===== config.mk =====
export PLATFORM = sky130hd
export DESIGN_NAME = axis_selector_sequencer
export DESIGN_NICKNAME = d
export VERILOG_FILES = /design/src/rtl/axis_selector_sequencer_pkg.sv /design/src/rtl/axis_selector_sequencer_sel_word_check.sv /design/src/rtl/axis_selector_sequencer.sv
export SDC_FILE = /design/constraint.sdc
export NUM_CORES = 1
export LEC_CHECK = 0
export BUFFER_PORTS_ARGS = -buffer_cell sky130_fd_sc_hd__buf_4
export CORE_MARGIN = 5
export CORE_UTILIZATION = 51
export CTS_BUF_LIST = sky130_fd_sc_hd__clkbuf_16
export CTS_CLUSTER_SIZE = 25
export DETAILED_ROUTE_END_ITERATION = 8
export GPL_ROUTABILITY_DRIVEN = 0
export PLACE_DENSITY_LB_ADDON = 0.05
export SYNTH_ARGS = -nofsm -noshare
export SYNTH_HDL_FRONTEND = slang
export SYNTH_HIERARCHICAL = 1
export SYNTH_SLANG_ARGS = --single-unit

===== constraint.sdc =====
create_clock -name a_clk -period 2.8 [get_ports a_clk]
set_input_delay 0.28 -clock a_clk [delete_from_list [all_inputs] [get_ports a_clk]]
set_output_delay 0.28 -clock a_clk [all_outputs]
set_load 0.01 [all_outputs]

===== src/rtl/axis_selector_sequencer_pkg.sv =====
// Shared definitions for the AXIS stream selector sequencer.
//   - sequencer state encoding
//   - nibble geometry of the routing word and number of selectable sources
//   - sel_nibble(): extract source index k from a routing word
package rpspmc_sel_pkg;

    localparam int unsigned SEL_NIBBLE_W = 4;
    localparam int unsigned N_SRC        = 16;

    typedef enum logic [2:0] {
        IDLE,
        CHECK,
        WAIT_SYNC,
        BLANK,
        SETTLE
    } sel_state_t;

    // Shift rather than indexed part-select so the index width never has to
    // match the word width.
    function automatic logic [SEL_NIBBLE_W-1:0] sel_nibble(input logic [31:0] word,
                                                           input int unsigned k);
        logic [31:0] sh;
        sh = word >> (k * SEL_NIBBLE_W);
        return sh[SEL_NIBBLE_W-1:0];
    endfunction

endpackage


===== src/rtl/axis_selector_sequencer_sel_word_check.sv =====
// sel_word_check: combinational validation of a requested routing word.
// Ports:
//   req_word     in  32     requested routing word (nibble k = source for output k+1)
//   src_mask     in  16     bit i set = source i is populated
//   applied_word in  32     routing word currently driven to the selector
//   valid        out 1      every used nibble names a populated source
//   diff         out N_OUT  bit k set = nibble k differs from the applied word
module sel_word_check
    import rpspmc_sel_pkg::*;
#(
    parameter int unsigned N_OUT = 6
) (
    input  logic [31:0]      req_word,
    input  logic [N_SRC-1:0] src_mask,
    input  logic [31:0]      applied_word,
    output logic             valid,
    output logic [N_OUT-1:0] diff
);

    logic [N_OUT-1:0] nibble_ok;

    for (genvar k = 0; k < N_OUT; k++) begin : g_nib
        assign nibble_ok[k] = src_mask[sel_nibble(req_word, k)];
        assign diff[k]      = sel_nibble(req_word, k) != sel_nibble(applied_word, k);
    end

    assign valid = &nibble_ok;

endmodule


===== src/rtl/axis_selector_sequencer.sv =====
// axis_selector_sequencer: owns the routing word of the 16-to-6 AXIS selector.
// A new request is captured when cfg_selector changes, validated against the
// populated-source mask, then applied at a sync_tick boundary with the
// affected outputs blanked for BLANK_CYCLES before and SETTLE_CYCLES after.
// Ports:
//   a_clk, a_rst   clock, synchronous active-high reset
//   cfg_selector   requested routing word (bits above 4*N_OUT ignored)
//   cfg_src_mask   populated-source mask, sampled only in CHECK
//   cfg_force      level, lets WAIT_SYNC proceed without sync_tick
//   sync_tick      sample-boundary strobe
//   err_clr        clears sticky errors (an error set in the same cycle wins)
//   axis_selector  applied routing word (upper bits 0)
//   m_blank        per-output blank
//   busy           state != IDLE
//   err_invalid    sticky: request rejected for an unpopulated source
//   err_timeout    sticky: apply forced by SYNC_TIMEOUT expiry
//   switch_count   completed switches, wrapping
module axis_selector_sequencer
    import rpspmc_sel_pkg::*;
#(
    parameter int unsigned N_OUT         = 6,
    parameter int unsigned BLANK_CYCLES  = 4,
    parameter int unsigned SETTLE_CYCLES = 2,
    parameter int unsigned SYNC_TIMEOUT  = 65535
) (
    input  logic             a_clk,
    input  logic             a_rst,
    input  logic [31:0]      cfg_selector,
    input  logic [15:0]      cfg_src_mask,
    input  logic             cfg_force,
    input  logic             sync_tick,
    input  logic             err_clr,
    output logic [31:0]      axis_selector,
    output logic [N_OUT-1:0] m_blank,
    output logic             busy,
    output logic             err_invalid,
    output logic             err_timeout,
    output logic [15:0]      switch_count
);

    localparam int unsigned SEL_W   = N_OUT * SEL_NIBBLE_W;
    localparam int unsigned CNT_MAX = (BLANK_CYCLES > SETTLE_CYCLES) ? BLANK_CYCLES : SETTLE_CYCLES;
    localparam int unsigned CNT_W   = (CNT_MAX > 1) ? $clog2(CNT_MAX) : 1;
    localparam int unsigned TO_W    = $clog2(SYNC_TIMEOUT + 1);

    sel_state_t       state_q, state_n;
    logic [SEL_W-1:0] req_q, req_n;
    logic [SEL_W-1:0] last_req_q, last_req_n;
    logic [SEL_W-1:0] sel_q, sel_n;
    logic [N_OUT-1:0] diff_q, diff_n;
    logic [N_OUT-1:0] blank_q, blank_n;
    logic [CNT_W-1:0] cnt_q, cnt_n;
    logic [TO_W-1:0]  tcnt_q, tcnt_n;
    logic             err_inv_q, err_inv_n;
    logic             err_to_q, err_to_n;
    logic [15:0]      count_q, count_n;

    logic             chk_valid;
    logic [N_OUT-1:0] chk_diff;
    logic             sync_go;

    sel_word_check #(.N_OUT(N_OUT)) u_check (
        .req_word     (32'(req_q)),
        .src_mask     (cfg_src_mask),
        .applied_word (32'(sel_q)),
        .valid        (chk_valid),
        .diff         (chk_diff)
    );

    if (SEL_W < 32) begin : g_unused_hi
        logic unused_sel_hi;
        assign unused_sel_hi = ^cfg_selector[31:SEL_W];
    end

    assign sync_go = sync_tick | cfg_force;

    always_comb begin
        state_n    = state_q;
        req_n      = req_q;
        last_req_n = last_req_q;
        sel_n      = sel_q;
        diff_n     = diff_q;
        blank_n    = blank_q;
        cnt_n      = cnt_q;
        tcnt_n     = tcnt_q;
        count_n    = count_q;
        err_inv_n  = err_inv_q;
        err_to_n   = err_to_q;

        // Clear first so that any set below overrides it.
        if (err_clr) begin
            err_inv_n = 1'b0;
            err_to_n  = 1'b0;
        end

        unique case (state_q)
            IDLE: begin
                if (cfg_selector[SEL_W-1:0] != last_req_q) begin
                    req_n      = cfg_selector[SEL_W-1:0];
                    last_req_n = cfg_selector[SEL_W-1:0];
                    state_n    = CHECK;
                end
            end
            CHECK: begin
                if (!chk_valid) begin
                    err_inv_n = 1'b1;
                    state_n   = IDLE;
                end else if (req_q == sel_q) begin
                    state_n = IDLE;
                end else begin
                    diff_n  = chk_diff;
                    tcnt_n  = '0;
                    state_n = WAIT_SYNC;
                end
            end
            WAIT_SYNC: begin
                if (sync_go || tcnt_q == TO_W'(SYNC_TIMEOUT - 1)) begin
                    if (!sync_go) begin
                        err_to_n = 1'b1;
                    end
                    blank_n = diff_q;
                    cnt_n   = CNT_W'(BLANK_CYCLES - 1);
                    state_n = BLANK;
                end else begin
                    tcnt_n = tcnt_q + TO_W'(1);
                end
            end
            BLANK: begin
                if (cnt_q == '0) begin
                    sel_n   = req_q;
                    cnt_n   = CNT_W'(SETTLE_CYCLES - 1);
                    state_n = SETTLE;
                end else begin
                    cnt_n = cnt_q - CNT_W'(1);
                end
            end
            SETTLE: begin
                if (cnt_q == '0) begin
                    blank_n = '0;
                    count_n = count_q + 16'd1;
                    state_n = IDLE;
                end else begin
                    cnt_n = cnt_q - CNT_W'(1);
                end
            end
            default: state_n = IDLE;
        endcase
    end

    always_ff @(posedge a_clk) begin
        if (a_rst) begin
            state_q    <= IDLE;
            req_q      <= '0;
            last_req_q <= '0;
            sel_q      <= '0;
            diff_q     <= '0;
            blank_q    <= '0;
            cnt_q      <= '0;
            tcnt_q     <= '0;
            count_q    <= '0;
            err_inv_q  <= 1'b0;
            err_to_q   <= 1'b0;
        end else begin
            state_q    <= state_n;
            req_q      <= req_n;
            last_req_q <= last_req_n;
            sel_q      <= sel_n;
            diff_q     <= diff_n;
            blank_q    <= blank_n;
            cnt_q      <= cnt_n;
            tcnt_q     <= tcnt_n;
            count_q    <= count_n;
            err_inv_q  <= err_inv_n;
            err_to_q   <= err_to_n;
        end
    end

    assign axis_selector = 32'(sel_q);
    assign m_blank       = blank_q;
    assign busy          = (state_q != IDLE);
    assign err_invalid   = err_inv_q;
    assign err_timeout   = err_to_q;
    assign switch_count  = count_q;

endmodule


==> results.md, run 1 <==
* Area growth from synthesis to final layout at 20.3%
* Worst Hold Slack at roughly 170 ps
* Starting Density at between 50% and 60%
* Critical path destination: tcnt_q[13]
* Share of cells above drive strength 1 at between 20 and 25%
* Most used DFF post-synth: sky130_fd_sc_hd__dfxtp_1
* Final critical-path share of the clock period at 94.3%
* Most heavily used metal layer in global routing: met2
* Static Leakage at between 2 and 3 nW
* Global routing usage summed across all routing layers at about 23%
* Finish-stage setup viols at 0
* Arr. time, crit path at between 2000 and 3000 ps
* Outcome: finished clean
* Count of different cell masters after synthesis at 57
* Slew headroom at between 40% and 50%
* Async SR Flop Fraction at 0%
* Met2 routing resource usage after global routing at approximately two fifths
* Count of buffers from port buffering at slightly above 90
* Commonest cells after routing, fill and taps aside: sky130_fd_sc_hd__buf_4 (121), sky130_fd_sc_hd__dfxtp_1 (94), sky130_fd_sc_hd__nand2_1 (73)
* Number of storage elements in the synthesis netlist at between 90 and 100
* Number of buffers added for setup after CTS at 0
* Fmax at between 0.3 and 0.4 GHz
* Global Route met3 Usage at around 6.9%
* Minimum period implied by the final worst setup slack at 2640 ps
* Master of the slowest instance on the critical path: sky130_fd_sc_hd__or4_1
* Number of clock buffers inserted by TritonCTS at 9
* 1st-pass router iterations at 5
* Setup repair after global routing missed its margin: false
* Top cells by area, synth: sky130_fd_sc_hd__dfxtp_1 (34%), sky130_fd_sc_hd__xor2_1 (8.5%), sky130_fd_sc_hd__mux2i_1 (7.1%)
* Yosys warnings at 6
* Crit path largest cell delay at 520 ps
* Number of cells produced by synthesis at 630
* Global-route wire length before repair at about 24000 um
* Worst r2r dst: tcnt_q[13]
* Clock tree from TritonCTS: yes
* Core utilization of the finished layout at between 60% and 70%
* Post-layout nets at 784
* Setup TNS at 0 ps
* Largest clock skew in the final design at ~8.5 ps
* Sequential fraction of the synthesis area at about 34%
* Floorplan die area at 13600 um^2
* Floorplan die height at 117 um
* Total of max-cap violations at 0
* Sink Count at 99
* Total congestion overflow after global routing at 0
* Pwr Density at about 460 nW/um^2
* Detailed Place HPWL at 11400 um
* DRC Markers at 0
* Startpoint type of the worst setup path: flip-flop
* Die outline width at ~120 um
* Maximum number of pins on one net before global-route repair at a little over 60
* Site Rows at 38
* Critical path cell sequence: or2_2, o221ai_1, o22ai_1, nor3b_1, and4_1, inv_2, nor2_8, nor2_4, buf_4, or4_1, a21oi_1
* Required time at the worst-slack endpoint at about 3000 ps
* Buffer depth of the longest clock path at 2
* Initial antenna violation count at 0
* Setup slack on the worst flop-to-flop path at around 160 ps
* Final antenna diode count at 0
* Area share of the largest cell type after synthesis at approximately a third
* Count of final hold-check violations at 0
* CTS root buf: sky130_fd_sc_hd__clkbuf_16
* Worst IR drop on VDD at roughly 0.00063 V
* Worst-path maximum fanout at 12
* Routed via count divided by cell count at 5.78
* Most common cell after layout, fill and taps aside: sky130_fd_sc_hd__buf_4
* Count of antenna-violating nets left after detailed routing at 0
* Average instance area after synthesis at around 9.2 um^2
* CP Capture Type: flip-flop
* Clock transition time at the flip-flop clock pins of the worst setup and hold paths at approximately 70 ps
* Start of the worst register-to-register path: last_req_q[21]
* Kind of critical path: reg -> reg
* Total vias in the final route at between 5000 and 6000
* Post-Synthesis Cell Area at ~5800 um^2
* Number of primary I/O pins at 110
* Max Slew Vio Count at 0
* Via count of the first global-routing pass at about 4800
* Initial DRC count at between 300 and 400
* Worst Reg2Reg Path Length in Cells at 11
* Min-delay worst type: in -> reg
* EDFF count, synth at 0
* Clk_lat worst skew at approximately 350 ps
* H-tree lvl count at 3
* Per-cell routed wire length at 18.0 um
* Global routing usage on met1 at a little under a third
* Worst slew pin tran at ~860 ps
* Worst Setup SP: last_req_q[21]
* Area leader, netlist: sky130_fd_sc_hd__dfxtp_1
* Total length of routed wires at ~16000 um
* Floorplan Core Area at between 10000 and 15000 um^2
-- timing repair --
| action | in CTS | in global routing |
|---|---|---|
| hold buffers | 0 | 0 |
| endpoints found under the setup margin | 0 | 20 |
| gates resized for setup | 0 | 7 |
| hold endpoints to repair | 0 | 0 |
-- registers in the layout (all words and copies together) (netlist names) --
signal	cells
m_blank	6
tcnt_q	16
err_invalid	1
sel_q	24
err_timeout	1
switch_count	16
state_q	3
cnt_q	2
last_req_q	24
diff_q	6
-- worst max-delay path, delay by kind of cell, from the launching register on --
kind                   cells  cell delay (ps)
buffers and inverters      2              270
AND/OR/NAND/NOR            6             1470
flip-flops                 1              360
AO/OA/AOI/OAI              3              490
-- synthesized netlist by cell type, drive strengths merged (4+ instances only) --
cell / number
inv: 9
or4: 12
nand4: 23
o21ai: 8
clkbuf: 19
dfxtp: 99
xor2: 56
nand2b: 4
nand3: 12
nor4: 15
a21oi: 58
or3: 6
o31ai: 13
buf: 25
ha: 5
nor2: 62
nor3: 4
mux2i: 41
mux4: 23
nand2: 74
xnor2: 30
-- logic make-up after synthesis --
| logic type | after synthesis | synth area share, % |
|---|---|---|
| AOI/OAI and AO/OA | 94 | 9.82 |
| xor gates and xnor gates | 86 | 13.0 |
| adders and majority gates | 5 | 1.08 |
| buffers and inverters | 53 | 5.06 |
| DFF | 99 | 34.3 |
| muxes | 64 | 16.4 |
| other | 1 | 0.0648 |
| and+or+nand+nor | 228 | 20.3 |
-- worst min-delay path by stage --
stage                     startpoint              to  depth (start not counted)
floorplan            cfg_selector[0]   last_req_q[0]                          2
global placement          m_blank[4]      m_blank[4]                          2
detailed placement        m_blank[5]      m_blank[5]                          2
CTS                  cfg_selector[2]   last_req_q[2]                          3
global route        cfg_selector[19]  last_req_q[19]                          3
finish               cfg_selector[7]   last_req_q[7]                          3
-- where the power goes --
group	total (W)	switching [W]	internal, W
Clock	0.00122	0.000545	0.000680
Sequential	0.00150	0.0000586	0.00144
Combinational	0.000508	0.000250	0.000257
-- through the flow --
| stage | std cells | setup WS, ps | power [W] | cell area (um^2) |
|---|---|---|---|---|
| after global placement | 855 | 138 | 0.00201 | 6670 |
| final | 870 | 160 | 0.00323 | 6960 |
| after CTS | 870 | 40.8 | 0.00325 | 6950 |
| after detailed placement | 855 | 50.0 | 0.00202 | 6670 |
| after global routing | 870 | 20.1 | 0.00335 | 6960 |
| after floorplan | 637 | 57.4 | 0.00185 | 5820 |
-- layout make-up --
| type | count | area (um^2) |
|---|---|---|
| fillers | 960 | 4020 |
| multi-input cells | 485 | 3550 |
| flip-flops and latches | 99 | 1990 |
| repair buffers | 122 | 928 |
| clock buffers | 9 | 225 |
| well taps | 140 | 175 |
| clock inverters | 6 | 57.6 |
| inverters | 9 | 33.8 |
-- routing by layer --
metal  vias up  routed length (um)
met1      2403                6700
li1       2424                   -
met4         0                 125
met5         -                   0
met3        12                1370
met2       191                7470
No activity file was read; power rests on OpenSTA's default activity.
==> run 2, diff against run 1 <==
==> constraint.sdc (replaced) <==
create_clock -name a_clk -period 2.8 [get_ports a_clk]
set_input_delay 0.14 -clock a_clk [delete_from_list [all_inputs] [get_ports a_clk]]
set_output_delay 0.14 -clock a_clk [all_outputs]
set_load 0.02 [all_outputs]
==> run 2 against run 1 <==
Total power hardly changed. Clock power about the same. Critical endpoint is now diff_q[4]. Critical path type unchanged. Sequential cell count unchanged. Sequential power barely moved. Via count fell by 0.87%. Fmax increased by 0.48%. Largest power group unchanged. Global-route usage grew 0.51 points. Combinational power up 2%.
==> results.md, run 2 (synthesized netlist as in run 1, its figures left out) <==
* Master of the slowest instance on the critical path: sky130_fd_sc_hd__mux4_1
* Floorplan Core Area at 11000 um^2 (unchanged)
* Arr. time, crit path at 2860 ps (-70 ps)
* Count of antenna-violating nets left after detailed routing at 0 (unchanged)
* CP Capture Type: flip-flop
* Routed via count divided by cell count at 5.73 (-0.87%)
* Maximum number of pins on one net before global-route repair at 44 (-28%)
* Crit path largest cell delay at 550 ps (+30 ps)
* Most common cell after layout, fill and taps aside: sky130_fd_sc_hd__buf_4
* Finish-stage setup viols at 0 (unchanged)
* Start of the worst register-to-register path: last_req_q[4]
* Count of buffers from port buffering at 93 (unchanged)
* Floorplan die height at 117 um (unchanged)
* Start point of the worst min-delay path: cfg_selector[2]
* Initial antenna violation count at 0 (unchanged)
* Total congestion overflow after global routing at 0 (unchanged)
* Static Leakage at 2.82 nW (+0.19%)
* Sink Count at 99 (unchanged)
* Max Slew Vio Count at 0 (unchanged)
* Total of max-cap violations at 0 (unchanged)
* Final antenna diode count at 0 (unchanged)
* Site Rows at 38 (unchanged)
* Starting Density at 52.7% (unchanged)
* Buffer depth of the longest clock path at 2 (unchanged)
* Largest regs: last_req_q x24, sel_q x24
* Worst slew pin tran at 828 ps (-33.1 ps)
* Area growth from synthesis to final layout at 20.8%
* Clk_lat worst skew at 360 ps (about the same)
* Pwr Density at 462 nW/um^2 (-0.41%)
* DRC Markers at 0 (unchanged)
* 1st-pass router iterations at 6 (+1)
* Minimum period implied by the final worst setup slack at 2630 ps (-12.7 ps)
* Global routing usage summed across all routing layers at 23.8% (+0.51 points)
* Initial DRC count at 458 (+26%)
* Number of primary I/O pins at 110 (unchanged)
* Setup TNS at 0 ps (unchanged)
* Total vias in the final route at 4986 (-0.87%)
* Clock transition time at the flip-flop clock pins of the worst setup and hold paths at 70 ps (about the same)
* Fill cell count at 944 (-1.7%)
* Worst-path maximum fanout at 7 (-5)
* Startpoint type of the worst setup path: flip-flop
* Total length of routed wires at 15600 um (-0.50%)
* Hold_buf cts at 0 (unchanged)
* Global-route wire length before repair at 24900 um (+3.1%)
* Setup repair after global routing missed its margin: false
* Hold Path Sink: last_req_q[2]
* Clock tree from TritonCTS: yes
* Count of final hold-check violations at 0 (unchanged)
* Setup slack on the worst flop-to-flop path at 170 ps (about the same)
* Share of cells above drive strength 1 at 24.9% (+0.68 points)
* Critical path cell sequence: mux4_1, mux4_2, nor3b_2, and4_4, inv_2, nor2_8, o31ai_4, buf_4, mux2i_1, nor2_1
* Post-layout nets at 783 (-0.13%)
* Die outline width at 117 um (unchanged)
* Worst Hold Slack at 28.1 ps (-146 ps)
* Worst r2r dst: diff_q[4]
* Commonest cells after routing, fill and taps aside: sky130_fd_sc_hd__buf_4 (120), sky130_fd_sc_hd__dfxtp_1 (95), sky130_fd_sc_hd__nand2_1 (73)
* Worst Hold Path Cells at 3 (unchanged)
* Fmax at 0.381 GHz (+0.48%)
* CTS root buf: sky130_fd_sc_hd__clkbuf_16
* Slew headroom at 44.2% (+2.2 points)
* H-tree lvl count at 3 (unchanged)
* Floorplan die area at 13600 um^2 (unchanged)
* Detailed Place HPWL at 11400 um (-0.15%)
* Via count of the first global-routing pass at 4699 (-1.1%)
* Worst IR drop on VDD at 0.000460 V (-27%)
* Number of clock buffers inserted by TritonCTS at 9 (unchanged)
* Final critical-path share of the clock period at 93.8% (-0.45 points)
* Required time at the worst-slack endpoint at 3030 ps (-60 ps)
* Worst Reg2Reg Path Length in Cells at 10 (-1)
* Per-cell routed wire length at 17.9 um (-0.50%)
* Kind of critical path: reg -> reg
* Min-delay worst type: in -> reg
* Outcome: finished clean
* Largest clock skew in the final design at 8.74 ps (+0.219 ps)
[run 2: timing repair]
action / in CTS / in global routing
setup buffers: 0 / 0
resized for setup: 0 / 13
endpoints found under the setup margin: 0 / 19
[run 2: worst max-delay path by stage]
stage	start	to	slack [ps]	depth (start not counted)
floorplan	last_req_q[4]	tcnt_q[1]	60	12
global placement	last_req_q[4]	diff_q[4]	100	10
detailed placement	last_req_q[4]	diff_q[5]	30	10
CTS	last_req_q[4]	diff_q[4]	10	10
global route	last_req_q[21]	tcnt_q[3]	4	11
finish	last_req_q[4]	diff_q[4]	170	10
[run 2: metrics by stage]
stage	setup slack [ps]	utilization, %	total power (W)	std cells	instance area (um^2)
after detailed placement	34.2	60.6	0.00203	854	6660
final	172	63.6	0.00323	870	6990
after CTS	13.8	63.2	0.00324	870	6940
after global placement	98.2	60.6	0.00202	854	6660
after floorplan	57.4	-	0.00185	637	5820
after global routing	4.02	63.6	0.00337	870	6990
[run 2: worst max-delay path, delay by kind of cell, from the launching register on]
kind	cells	cell delay, ps
flops	1	380
simple gates	4	480
compound gates	1	120
mux	3	1220
buf+inv	2	300
[run 2: per-layer routing]
layer | vias up | global-route usage [%] | routed length (um)
met2 | 179 | 37.2 | 7330
met4 | 0 | 6.88 | 277
met1 | 2358 | 32.5 | 6760
li1 | 2425 | - | -
met3 | 24 | 6.22 | 1210
met5 | - | 0 | 0
[run 2: area by class of cell]
type	count	area, um^2	share of cell area, %
Timing Repair Buffer	121	921	13.2
Sequential cell	99	1990	28.5
Multi-Input combinational cell	485	3580	51.3
Clock inverter	7	58.8	0.842
Inverter	9	33.8	0.484
Tap cell	140	175	2.51
Clock buffer	9	225	3.22
[run 2: power breakdown]
group / internal (W) / switching (W) / total [W]
clock: 0.000619 / 0.000594 / 0.00121
combinational: 0.000259 / 0.000258 / 0.000517
sequential: 0.00144 / 0.0000607 / 0.00150
